[config.mk]
export PLATFORM = sky130hd
export DESIGN_NAME = band_scan_gen_flat
export DESIGN_NICKNAME = d
export VERILOG_FILES = /design/src/rtl/band_scan_gen_if.sv /design/src/rtl/band_scan_gen.sv /design/src/flat_wrapper.sv
export SDC_FILE = /design/constraint.sdc
export NUM_CORES = 1
export LEC_CHECK = 0
export CAP_MARGIN = 20
export CORE_ASPECT_RATIO = 0.5
export CORE_MARGIN = 8
export CORE_UTILIZATION = 50
export DETAILED_ROUTE_END_ITERATION = 12
export PLACE_DENSITY_LB_ADDON = 0.05
export SETUP_SLACK_MARGIN = 0.02
export SYNTH_ARGS = -nofsm -noshare
export SYNTH_HDL_FRONTEND = slang
export SYNTH_SLANG_ARGS = --single-unit
[constraint.sdc]
create_clock -name clk -period 3 [get_ports clk]
set_input_delay 0.3 -clock clk [delete_from_list [all_inputs] [get_ports clk]]
set_output_delay 0.3 -clock clk [all_outputs]
set_load 0.01 [all_outputs]
[src/rtl/band_scan_gen_if.sv]
// Handshake bundle between the band-scan address generator (master) and its
// consumer (slave).
interface band_scan_gen_if #(
    parameter int RW  = 8,
    parameter int CW  = 4,
    parameter int CHW = 2
);
    logic           start;
    logic           mode;
    logic           abort;
    logic           out_ready;
    logic           out_valid;
    logic [RW-1:0]  out_row;
    logic [CW-1:0]  out_col;
    logic [CHW-1:0] out_ch;
    logic           out_band_first;
    logic           out_last;
    logic           busy;
    logic           done;

    modport master (
        input  start, mode, abort, out_ready,
        output out_valid, out_row, out_col, out_ch, out_band_first, out_last, busy, done
    );

    modport slave (
        output start, mode, abort, out_ready,
        input  out_valid, out_row, out_col, out_ch, out_band_first, out_last, busy, done
    );
endinterface

[src/rtl/band_scan_gen.sv]
// Band-scan address generator: channel -> band -> column -> row-in-band order,
// raster or serpentine column direction, ready/valid output with registered beats.
module band_scan_gen #(
    parameter int ROW  = 256,
    parameter int COL  = 16,
    parameter int BAND = 2,
    parameter int CH   = 3
) (
    input logic            clk,
    input logic            rst,
    band_scan_gen_if.master bus
);
    localparam int RW  = (ROW > 1) ? $clog2(ROW) : 1;
    localparam int CW  = (COL > 1) ? $clog2(COL) : 1;
    localparam int CHW = (CH  > 1) ? $clog2(CH)  : 1;

    localparam logic [RW-1:0]  ROW_M1 = RW'(ROW - 1);
    localparam logic [CW-1:0]  COL_M1 = CW'(COL - 1);
    localparam logic [CHW-1:0] CH_M1  = CHW'(CH - 1);
    localparam logic [RW:0]    ROW_X  = (RW+1)'(ROW);
    localparam logic [RW:0]    BAND_X = (RW+1)'(BAND);

    typedef enum logic [1:0] {IDLE, SCAN, DONE} state_t;

    state_t         r_state;
    logic           r_mode;
    logic           r_odd;
    logic [RW-1:0]  r_base;
    logic [RW-1:0]  r_row;
    logic [CW-1:0]  r_col;
    logic [CHW-1:0] r_ch;
    logic           r_valid;
    logic           r_bfirst;
    logic           r_last;
    logic           r_busy;
    logic           r_done;

    logic           w_desc;
    logic [RW:0]    w_base_end;
    logic           w_row_end;
    logic           w_col_end;
    logic           w_last_band;
    logic [RW-1:0]  w_n_row;
    logic [RW-1:0]  w_n_base;
    logic [CW-1:0]  w_n_col;
    logic [CHW-1:0] w_n_ch;
    logic           w_n_odd;
    logic [RW:0]    w_n_base_end;
    logic           w_n_last;
    logic           w_n_bfirst;

    assign w_desc      = r_mode & r_odd;
    assign w_base_end  = {1'b0, r_base} + BAND_X;
    assign w_row_end   = (r_row == ROW_M1) || (({1'b0, r_row} + (RW+1)'(1)) == w_base_end);
    assign w_col_end   = w_desc ? (r_col == '0) : (r_col == COL_M1);
    assign w_last_band = (w_base_end >= ROW_X);

    // Successor of the current beat; band end uses the unclipped base+BAND so a
    // partial final band stops at ROW-1.
    always_comb begin
        w_n_row  = r_row;
        w_n_col  = r_col;
        w_n_ch   = r_ch;
        w_n_base = r_base;
        w_n_odd  = r_odd;
        if (!w_row_end) begin
            w_n_row = r_row + 1'b1;
        end else if (!w_col_end) begin
            w_n_row = r_base;
            w_n_col = w_desc ? (r_col - 1'b1) : (r_col + 1'b1);
        end else if (!w_last_band) begin
            w_n_base = w_base_end[RW-1:0];
            w_n_row  = w_base_end[RW-1:0];
            w_n_odd  = ~r_odd;
            w_n_col  = (r_mode & ~r_odd) ? COL_M1 : '0;
        end else begin
            w_n_ch   = r_ch + 1'b1;
            w_n_base = '0;
            w_n_row  = '0;
            w_n_odd  = 1'b0;
            w_n_col  = '0;
        end
    end

    assign w_n_base_end = {1'b0, w_n_base} + BAND_X;
    assign w_n_bfirst   = (w_n_row == w_n_base);
    assign w_n_last     = (w_n_ch == CH_M1) && (w_n_base_end >= ROW_X) && (w_n_row == ROW_M1) &&
                          (w_n_col == ((r_mode & w_n_odd) ? '0 : COL_M1));

    always_ff @(posedge clk or posedge rst) begin
        if (rst) begin
            r_state  <= IDLE;
            r_mode   <= 1'b0;
            r_odd    <= 1'b0;
            r_base   <= '0;
            r_row    <= '0;
            r_col    <= '0;
            r_ch     <= '0;
            r_valid  <= 1'b0;
            r_bfirst <= 1'b0;
            r_last   <= 1'b0;
            r_busy   <= 1'b0;
            r_done   <= 1'b0;
        end else begin
            case (r_state)
                IDLE: begin
                    r_done <= 1'b0;
                    if (bus.start) begin
                        r_state  <= SCAN;
                        r_mode   <= bus.mode;
                        r_odd    <= 1'b0;
                        r_base   <= '0;
                        r_row    <= '0;
                        r_col    <= '0;
                        r_ch     <= '0;
                        r_valid  <= 1'b1;
                        r_bfirst <= 1'b1;
                        r_last   <= 1'b0;
                        r_busy   <= 1'b1;
                    end
                end
                SCAN: begin
                    if (bus.abort) begin
                        r_state <= IDLE;
                        r_valid <= 1'b0;
                        r_last  <= 1'b0;
                        r_busy  <= 1'b0;
                    end else if (r_valid && bus.out_ready) begin
                        if (r_last) begin
                            r_state <= DONE;
                            r_valid <= 1'b0;
                            r_last  <= 1'b0;
                            r_busy  <= 1'b0;
                            r_done  <= 1'b1;
                        end else begin
                            r_row    <= w_n_row;
                            r_col    <= w_n_col;
                            r_ch     <= w_n_ch;
                            r_base   <= w_n_base;
                            r_odd    <= w_n_odd;
                            r_bfirst <= w_n_bfirst;
                            r_last   <= w_n_last;
                        end
                    end
                end
                DONE: begin
                    r_done  <= 1'b0;
                    r_state <= IDLE;
                end
                default: r_state <= IDLE;
            endcase
        end
    end

    assign bus.out_valid      = r_valid;
    assign bus.out_row        = r_row;
    assign bus.out_col        = r_col;
    assign bus.out_ch         = r_ch;
    assign bus.out_band_first = r_bfirst;
    assign bus.out_last       = r_last;
    assign bus.busy           = r_busy;
    assign bus.done           = r_done;
endmodule
[src/flat_wrapper.sv]
// flat-port wrapper written by rule: the top's interface ports become plain ports
module band_scan_gen_flat 
#(
    parameter int ROW  = 256,
    parameter int COL  = 16,
    parameter int BAND = 2,
    parameter int CH   = 3
)
  (clk, rst, bus_start, bus_mode, bus_abort, bus_out_ready, bus_out_valid, bus_out_row, bus_out_col, bus_out_ch, bus_out_band_first, bus_out_last, bus_busy, bus_done);
  band_scan_gen_if bus_i ();
  input logic clk;
  input logic rst;
  input wire logic [$bits(bus_i.start)-1:0] bus_start;
  input wire logic [$bits(bus_i.mode)-1:0] bus_mode;
  input wire logic [$bits(bus_i.abort)-1:0] bus_abort;
  input wire logic [$bits(bus_i.out_ready)-1:0] bus_out_ready;
  output wire logic [$bits(bus_i.out_valid)-1:0] bus_out_valid;
  output wire logic [$bits(bus_i.out_row)-1:0] bus_out_row;
  output wire logic [$bits(bus_i.out_col)-1:0] bus_out_col;
  output wire logic [$bits(bus_i.out_ch)-1:0] bus_out_ch;
  output wire logic [$bits(bus_i.out_band_first)-1:0] bus_out_band_first;
  output wire logic [$bits(bus_i.out_last)-1:0] bus_out_last;
  output wire logic [$bits(bus_i.busy)-1:0] bus_busy;
  output wire logic [$bits(bus_i.done)-1:0] bus_done;
  assign bus_i.start = bus_start;
  assign bus_i.mode = bus_mode;
  assign bus_i.abort = bus_abort;
  assign bus_i.out_ready = bus_out_ready;
  assign bus_out_valid = bus_i.out_valid;
  assign bus_out_row = bus_i.out_row;
  assign bus_out_col = bus_i.out_col;
  assign bus_out_ch = bus_i.out_ch;
  assign bus_out_band_first = bus_i.out_band_first;
  assign bus_out_last = bus_i.out_last;
  assign bus_busy = bus_i.busy;
  assign bus_done = bus_i.done;
  band_scan_gen #(.ROW(ROW), .COL(COL), .BAND(BAND), .CH(CH)) u_core (.clk(clk), .rst(rst), .bus(bus_i));
endmodule
-- Word-level counts from Yosys, hierarchy flattened
Cells that the tools add are included.
- input bits: 6
- register bits: 30
- output and inout port bits: 19
- $lt $le $gt $ge: 2
- equal/unequal tests: 16
- reduce and logical (&&, ||, !) cells: 16
- bitwise operators: 4
- $add $sub $neg: 7
- multiplexer cells: 63
- operators with widths (kind ; number):
    two-way mux 8 bit ; 11
    two-way mux 4 bit ; 10
    one-hot mux 8 bit (2 select lines) ; 2
    two-way mux 2 bit ; 11
    two-way mux 1 bit ; 21
    adder 8 x 2 -> 9 bit (second input constant) ; 2
    greater-or-equal comparator 9 bit (second input constant) ; 2
    == test 8 bit (second input constant) ; 2
    one-hot mux 1 bit (2 select lines) ; 5
    adder 8 x 1 -> 9 bit (second input constant) ; 1
    == test 9 bit ; 1
    adder 8 x 1 -> 8 bit (second input constant) ; 1
    == test 8 bit ; 1
    one-hot mux 2 bit (2 select lines) ; 2
    one-hot mux 4 bit (2 select lines) ; 1
    AND reduction 4 bit ; 2
    != test 2 bit (second input constant) ; 3
    != test 3 x 2 -> 1 bit (second input constant) ; 2
    AND reduction 3 bit ; 2
    AND reduction 5 bit ; 1
    adder 4 x 1 -> 4 bit (second input constant) ; 1
    == test 2 bit (second input constant) ; 2
    == test 4 bit ; 1
    == test 4 bit (second input constant) ; 1
    13 further kinds ; 20

-- Logic depth before layout (Yosys ltp)
Gate-level depths: netlist (run 1).
- depth after elaboration: 14
- gate-level depth with buffers: 13
- gate-level depth less buffers: 12

-- Worst setup path after synthesis (run 1)
No wires, ideal clock.
- kind: reg-to-reg
- start: reg u_core.r_row[0] (netlist: u_core.bus.out_row[0])
- end: reg u_core.r_last (netlist: u_core.bus.out_last)
- required time: 2.905 ns
- stages on the path, launching flop included: 12
- setup slack: 0.101 ns
- setup time: 0.095 ns
- arrival time: 2.804 ns
- buffers on the path: 0
- path through: dfrtp_1 -> ha_1 -> nand3_2 -> xnor2_1 -> mux2i_1 -> nand4b_1 -> nand4b_2 -> a21oi_2 -> mux2_2 -> nor4b_2 -> a31oi_1 -> o31ai_1
- word-level cells in the longest chain between the ends: 13
- elaborated cells on any way between the ends: 24
- classes of those cells: add/sub (3); order compare (1); eq/ne (5); mux (10); bitwise (1); reduce/logical (4)
- ends and longest elaborated chain (what ; RTL line ; source):
    start: declaration ; band_scan_gen.sv:29 ; logic [RW-1:0] r_row;
    start signal: assignment ; band_scan_gen.sv:136 ; r_row <= w_n_row;
    adder 8 x 1 -> 9 bit ; band_scan_gen.sv:54 ; assign w_row_end = (r_row == ROW_M1) || (({1'b0, r_row} + (RW+1)'(1)) == w_base_end);
    == test 9 bit ; band_scan_gen.sv:54 ;
    logical OR 1 bit ; band_scan_gen.sv:54 ;
    two-way mux 8 bit ; band_scan_gen.sv:66 ; if (!w_row_end) begin
    adder 8 x 2 -> 9 bit ; band_scan_gen.sv:85 ; assign w_n_base_end = {1'b0, w_n_base} + BAND_X;
    greater-or-equal comparator 9 bit ; band_scan_gen.sv:87 ; assign w_n_last = (w_n_ch == CH_M1) && (w_n_base_end >= ROW_X) && (w_n_row == ROW_M1) &&
    logical AND 1 bit (2 in a row) ; band_scan_gen.sv:87 ;
    logical AND 1 bit * ; band_scan_gen.sv:87 ;
    two-way mux 1 bit * ; band_scan_gen.sv:129 ; if (r_last) begin
    two-way mux 1 bit * ; band_scan_gen.sv:128 ; end else if (r_valid && bus.out_ready) begin
    two-way mux 1 bit * ; band_scan_gen.sv:123 ; if (bus.abort) begin
    one-hot mux 1 bit (2 select lines) * ; band_scan_gen.sv:105 ; case (r_state)
    end signal: assignment ; band_scan_gen.sv:142 ; r_last <= w_n_last;
    end: declaration ; band_scan_gen.sv:34 ; logic r_last;
Every way passes the cells marked *; elsewhere a longest branch is shown, timed or not. The select of a mux whose other input is x is not followed.
A chain may end at the register's enable or synchronous reset.

-- Worst setup path after layout (run 1)
Ends and elaborated chain as after synthesis.

==> flow_metrics.py, run 1 <==
metrics = {
    "status": {
        "outcome": "complete, no violations",
    },
    "logic_synthesis": {
        "synth.distinct_cells": 43,
        "postSynth.asyncResetShare_pct": 100,
        "synth_cells": 258,
        "synth_fp_nets": 269,
        "ys_warn_count": 0,
        "synth.cell_area_sq_um": 2190,
        "avgSynthCellArea_sq_um": 8.49,
        "synth_seq_cells": 30,
        "synth-main-ff-cell": "dfrtp_1",
        "yosysSeqAreaShare_pct": 34.3,
        "synth_enable_flop_cells": 0,
    },
    "clock_tree": {
        "cts_root_buf": "clkbuf_8",
        "clock-sinks": 30,
        "cts_tree": "built",
        "ctsResizeCount": 0,
        "insertion_delay_ns": 0.29,
        "cts_max_level": 2,
        "post-cts-setup-buffers": 0,
        "cts_buffers": 5,
        "cts_max_path_buffers": 2,
        "cts.hold.buffers_added": 0,
        "clkSlewWorstSetupHoldPaths_ns": 0.08,
    },
    "power": {
        "switching_share_pct": 35.6,
        "p_clk_share_pct": 27.4,
        "p_leak_uw": 0.00114,
        "pwr-share-seq_pct": 34.0,
        "cell_internal_pwr_uw": 980,
        "power_frac_comb_pct": 38.6,
        "power_density_nw_per_um2": 559,
        "power.switching_uw": 542,
        "peakVddDrop_uv": 311,
    },
    "floorplanning": {
        "die_x_um": 110,
        "die_h_um": 62.8,
        "coreArea_sq_um": 4300,
        "die-area_sq_um": 6880,
        "io-pin-count": 25,
        "initial_core_util_pct": 51.0,
        "row_count": 17,
    },
    "timing": {
        "worstMarginPinSlew_ns": 0.746,
        "min_period_ns": 2.83,
        "drv_slew": 0,
        "fin_crit_sh_pct": 94.3,
        "slew_headroom_pct": 50.3,
        "fmax_mhz": 354,
        "finClkSkew_ns": 0.00885,
        "setup_tns_ns": 0,
        "setup_viol": 0,
        "rsz0062_at_grt": "no",
        "finalHoldViolCount": 0,
    },
    "drt": {
        "antenna_left": 0,
        "drc": 0,
        "dr.pass1.iters": 5,
        "routed_wl_um": 6170,
        "vias_per_cell": 5.96,
        "drt_iter0_drc": 156,
        "wire_per_inst_um": 17.7,
        "vias": 2079,
    },
    "layout": {
        "synthToLayoutAreaGrowth_pct": 24.3,
        "drive_above_1_share_pct": 13.7,
        "antenna_cells": 0,
        "fill_cells": 374,
        "fin_nets": 302,
        "design_area_sq_um": 2720,
    },
    "job": {
        "max-cap-violations": 0,
    },
    "placement": {
        "placed_area_sq_um": 2540,
        "gp_congestion": 0.940,
        "dp_hpwl_um": 4630,
        "io_buffers": 24,
    },
    "worst_setup_path": {
        "path_max_fanout": 7,
        "cp_common_cell": "buf_4",
        "critPathRequiredTime_ns": 3.20,
        "worstSetupPathType": "register to register",
        "path_cells": "buf_4, and3_2, and3_4, xnor2_4, xor2_1, nand4b_2, buf_4, a21oi_4, mux2_2, nor4b_2, a31oi_1, o31ai_1",
        "cp_slowest_cell": "dfrtp_1",
        "crit_arrival_ns": 3.02,
        "crit_path_end_kind": "register",
        "rrSetupSlack_ns": 0.17,
        "slowest_delay_ns": 0.41,
        "reg2reg_from": "u_core.bus.out_row[0]$_DFFE_PP0P_",
        "r2r_cells": 12,
        "r2r-end": "u_core.bus.out_last$_DFFE_PP0P_",
        "startpoint_type": "register",
    },
    "hold_path": {
        "hold_path_class": "input pin to async pin",
    },
    "global_route": {
        "grt_pass1_wl_um": 10100,
        "track_usage_pct": 18.4,
        "antenna_found_initial": 0,
        "grt_pass1_vias": 1973,
        "overflow": 0,
        "grt_max_degree": 18,
    },
}
[sequential cells by signal (all words and copies together), names as in the netlist, 2 cells and up]
name	flops
u_core.bus.out_col	4
u_core.bus.out_ch	2
u_core.r_base	8
u_core.bus.out_row	8
u_core.r_state	2
[kinds of logic after synthesis]
group           count (synthesis)  synth area share [%]
simple gates                   93                  21.4
compound gates                 74                  21.5
buf+inv                        21                  4.34
fa+ha+maj                       5                  3.20
mux                             9                  4.29
xor+xnor                       26                  11.0
flops                          30                  34.3
[synthesized netlist by cell type, types with 2 or more instances]
cell      number  area share [%]
a31oi_1        4             1.1
a32o_1         3             1.4
nor2b_1        3            0.86
nand4b_1       2            0.80
a22o_1         7             2.8
clkbuf_1       6             1.0
a21o_1         3             1.0
nand4_1        4             1.1
nand3_1       12             2.7
o21a_1         2            0.69
nor3_1         6             1.4
nand3b_1       2            0.69
o31ai_1       10             3.4
nand2b_1       3            0.86
buf_2          4            0.91
ha_1           4             2.3
xnor2_1       17             6.8
nand2_1       29             5.0
xor2_1         8             3.2
nor4_1         2            0.57
and3_1         3            0.86
nor2_1        21             3.6
inv_1          9             1.5
mux2_2         3             1.5
o21ai_0       26             5.9
mux2i_1        6             2.7
a21oi_1       14             3.2
dfrtp_1       30              34
[power groups by stage]
stage	registers [uW]	clock network (uW)	logic, uW
6_report	518	417	587
5_1_grt	527	441	639
4_1_cts	508	420	561
3_5_place_dp	516	0	560
3_3_place_gp	513	0	556
2_1_floorplan	529	0	317
[critical path, delay by kind of cell, from the launching register on]
family	cells	cell delay [ns]
compound gates	3	0.43
xor+xnor	2	0.35
buf+inv	2	0.35
flops	1	0.41
mux	1	0.37
simple gates	4	0.81
[per-layer routing]
layer / vias up / wire length [um] / global-route usage (%)
met5: - / 0 / 0
met4: 0 / 63 / 4.67
met3: 7 / 546 / 4.84
met2: 87 / 2540 / 25.9
met1: 985 / 3020 / 26.8
li1: 1000 / - / -
[layout make-up]
class,instances,area (sq um),share of cell area [%]
clock buffer,5,68.8,2.53
clock inverter,3,40.0,1.47
inverter,9,33.8,1.24
multi-input combinational,207,1410,51.8
sequential,30,753,27.7
tap,57,71.3,2.62
timing repair buffer,38,345,12.7
[worst max-delay path by stage]
| stage | cells after the start | slack (ns) | to | start |
|---|---|---|---|---|
| floorplan | 11 | 0.10 | u_core.bus.out_last$_DFFE_PP0P_ | u_core.bus.out_row[0]$_DFFE_PP0P_ |
| global placement | 12 | 0.17 | u_core.bus.out_last$_DFFE_PP0P_ | u_core.bus.out_row[1]$_DFFE_PP0P_ |
| detailed placement | 12 | 0.03 | u_core.bus.out_last$_DFFE_PP0P_ | u_core.bus.out_row[1]$_DFFE_PP0P_ |
| CTS | 12 | 0.03 | u_core.bus.out_last$_DFFE_PP0P_ | u_core.bus.out_row[1]$_DFFE_PP0P_ |
| global route | 12 | 0.04 | u_core.bus.out_last$_DFFE_PP0P_ | u_core.bus.out_row[0]$_DFFE_PP0P_ |
| finish | 12 | 0.17 | u_core.bus.out_last$_DFFE_PP0P_ | u_core.bus.out_row[0]$_DFFE_PP0P_ |
[layout by cell type, fill, tap and decap left out, types with 4 or more instances in the layout]
| cell type | n |
|---|---|
| xnor2_1 | 13 |
| inv_1 | 9 |
| a31oi_1 | 4 |
| o31ai_1 | 10 |
| buf_4 | 14 |
| nand2_1 | 29 |
| a22o_1 | 7 |
| nor2_1 | 21 |
| mux2i_1 | 6 |
| o21ai_0 | 26 |
| xor2_1 | 8 |
| nor3_1 | 6 |
| nand4_1 | 4 |
| a21oi_1 | 14 |
| clkbuf_8 | 5 |
| clkdlybuf4s50_1 | 24 |
| nand3_1 | 12 |
| dfrtp_1 | 28 |
[through the flow]
step,setup slack (ns),instances,hold WS [ns],total power [uW],util (%)
2_1_floorplan,0.101,258,0.386,846,-
3_3_place_gp,0.171,341,0.461,1070,59.2
3_5_place_dp,0.0295,341,0.474,1080,59.2
4_1_cts,0.0283,349,0.391,1490,61.8
5_1_grt,0.0361,349,0.447,1610,63.3
6_report,0.171,349,0.367,1520,63.3
(Power assumes the default switching activity.)
==> run 2: changes to the inputs <==
Settings changed: ABC_AREA set to 1, CTS_CLUSTER_SIZE set to 12, HOLD_SLACK_MARGIN set to 0.12.
==> flow_metrics.py, run 2 <==
metrics = {
    "status": {
        "outcome": "complete, no violations",
    },
    "timing": {
        "drv_slew": 0,
        "worstMarginPinSlew_ns": 0.494,
        "min_period_ns": 2.60,
        "setup_tns_ns": 0,
        "finalHoldViolCount": 0,
        "slew_headroom_pct": 67.1,
        "fmax_mhz": 384,
        "setup_viol": 0,
        "finClkSkew_ns": 0.00520,
        "rsz0062_at_grt": "no",
        "fin_crit_sh_pct": 86.7,
        "whs_ns": 0.374,
    },
    "clock_tree": {
        "post-cts-setup-buffers": 0,
        "cts_buffers": 5,
        "clkSlewWorstSetupHoldPaths_ns": 0.07,
        "insertion_delay_ns": 0.30,
        "cts_max_path_buffers": 2,
        "ctsResizeCount": 0,
        "cts.hold.buffers_added": 0,
        "cts_max_level": 2,
        "cts_root_buf": "clkbuf_8",
        "cts_tree": "built",
        "clock-sinks": 30,
    },
    "placement": {
        "dp_hpwl_um": 5470,
        "gp_congestion": 1.01,
        "place_inst": 481,
        "io_buffers": 24,
    },
    "global_route": {
        "grt_pass1_vias": 2501,
        "antenna_found_initial": 0,
        "track_usage_pct": 20.5,
        "grt_max_degree": 31,
        "grt_pass1_wl_um": 12200,
        "overflow": 0,
    },
    "drt": {
        "drc": 0,
        "routed_wl_um": 7330,
        "dr.pass1.iters": 7,
        "wire_per_inst_um": 15.0,
        "drt_iter0_drc": 202,
        "vias_per_cell": 5.40,
        "antenna_left": 0,
        "vias": 2640,
    },
    "layout": {
        "instances_no_fill": 489,
        "drive_above_1_share_pct": 7.64,
        "final_core_util_pct": 60.7,
        "synthToLayoutAreaGrowth_pct": 18.8,
        "final_common_cell": "nand2_1",
        "fin_nets": 429,
        "antenna_cells": 0,
        "final_cell_mix": "116 x nand2_1, 54 x inv_1, 50 x nand3_1",
    },
    "logic_synthesis": {
        "synth-main-ff-cell": "dfrtp_1",
        "synth.cell_area_sq_um": 2490,
        "synth_cells": 390,
        "avgSynthCellArea_sq_um": 6.37,
        "synth_seq_cells": 30,
        "yosys-top-cells-count": "116 x nand2_1, 54 x inv_1, 50 x nand3_1",
        "synth.distinct_cells": 34,
        "synth_top_area_share_pct": 30.2,
        "synthTopCellsByArea": "dfrtp_1 30%, nand2_1 18%, nand3_1 10%, inv_1 8.2%, nor2_1 5.7%",
        "yosysSeqAreaShare_pct": 30.2,
        "synth_fp_nets": 401,
        "post-synth-top-count-cell": "nand2_1",
        "ys_warn_count": 0,
        "synth_top_area_cell": "dfrtp_1",
        "synth_enable_flop_cells": 0,
        "postSynth.asyncResetShare_pct": 100,
    },
    "power": {
        "peakVddDrop_uv": 519,
        "p_total_uw": 2650,
        "p_leak_uw": 0.00147,
        "power_density_nw_per_um2": 896,
    },
    "worst_setup_path": {
        "path_cells": "ha_1, nand2_1, inv_2, nand3_1, nand2_1, nand2_1, nand2_1, nand2_1, nor2_2, nand3_4, nand2_4, inv_2, nand2_1, nor2_1, nor2_1, nand2_1, nor2_1, nor2_1, nor2_1",
        "crit_path_end_kind": "register",
        "cp_slowest_cell": "dfrtp_1",
        "startpoint": "u_core.bus.out_row[0]$_DFFE_PP0P_",
        "path_max_fanout": 15,
        "slowest_delay_ns": 0.45,
        "critPathRequiredTime_ns": 3.23,
        "worstSetupPathType": "register to register",
        "startpoint_type": "register",
        "reg2reg_from": "u_core.bus.out_row[0]$_DFFE_PP0P_",
        "cp_common_cell": "nand2_1",
        "crit_arrival_ns": 2.84,
    },
    "floorplanning": {
        "die_x_um": 116,
        "die-area_sq_um": 7620,
        "die_h_um": 65.9,
        "row_count": 18,
        "io-pin-count": 25,
        "coreArea_sq_um": 4860,
        "initial_core_util_pct": 51.1,
    },
    "hold_path": {
        "hold_path_class": "input pin to async pin",
    },
    "job": {
        "max-cap-violations": 0,
    },
}
## run 2: cell families (layout without fill, tap and decap cells)
| group | count (synthesis) | after routing | share of synthesized area [%] |
|---|---|---|---|
| adders and majority gates | 5 | 5 | 2.82 |
| AOI/OAI and AO/OA | 48 | 48 | 11.1 |
| buffers and inverters | 69 | 98 | 11.5 |
| DFF | 30 | 30 | 30.2 |
| and+or+nand+nor | 230 | 230 | 41.6 |
| xor gates and xnor gates | 8 | 8 | 2.82 |
## run 2: critical path: cells and delay by family, from the launching register on
kind                     cells  cell delay [ns]
AND/OR/NAND/NOR             16             1.61
flip-flops                   1             0.45
buffers and inverters        2             0.24
adder cells (fa/ha/maj)      1             0.22
## run 2: worst paths after layout
| kind | end | slack (ns) | cells past startpoint |
|---|---|---|---|
| max | u_core.bus.out_band_first$_DFFE_PP0P_ | 0.40 | 19 |
| min | u_core.bus.out_col[0]$_DFFE_PP0P_ | 0.37 | 3 |
| max reg2reg | u_core.bus.out_band_first$_DFFE_PP0P_ | 0.40 | 19 |
| min reg2reg | u_core.bus.done$_DFFE_PP0P_ | 0.48 | 2 |
| max in group asynchronous | u_core.r_base[7]$_DFFE_PP0P_ | 2.31 | 3 |
| min in group clk | u_core.bus.done$_DFFE_PP0P_ | 0.48 | 2 |
## run 2: per-stage QoR
stage / area, sq um / setup WS (ns)
after floorplan: 2490 / 0.817
after global placement: 2810 / 0.465
after detailed placement: 2810 / 0.420
after CTS: 2950 / 0.376
after global routing: 2950 / 0.110
final: 2950 / 0.398
## run 2: area by class of cell
type	instances	area, sq um
clock inverter	2	60.1
fill	490	1910
timing repair buffer	33	308
multi-input combinational	291	1450
tap	70	87.6
inverter	57	214
clock buffer	6	82.6
sequential	30	751
## run 2: layer usage
metal  GRT usage [%]  wire length, um  vias to the layer above
li1                -                -                     1318
met1            26.7             3280                     1189
met2            34.0             3260                      118
met3            3.55              685                       15
met4            6.24              104                        0
met5               0                0                        -
## run 2: report_power, final
part	total (uW)	switching (uW)	internal [uW]	leakage [uW]
logic	1440	923	520	0.000997
registers	660	145	515	0.000406
clock network	543	188	355	0.0000714
total	2650	1260	1390	0.00147
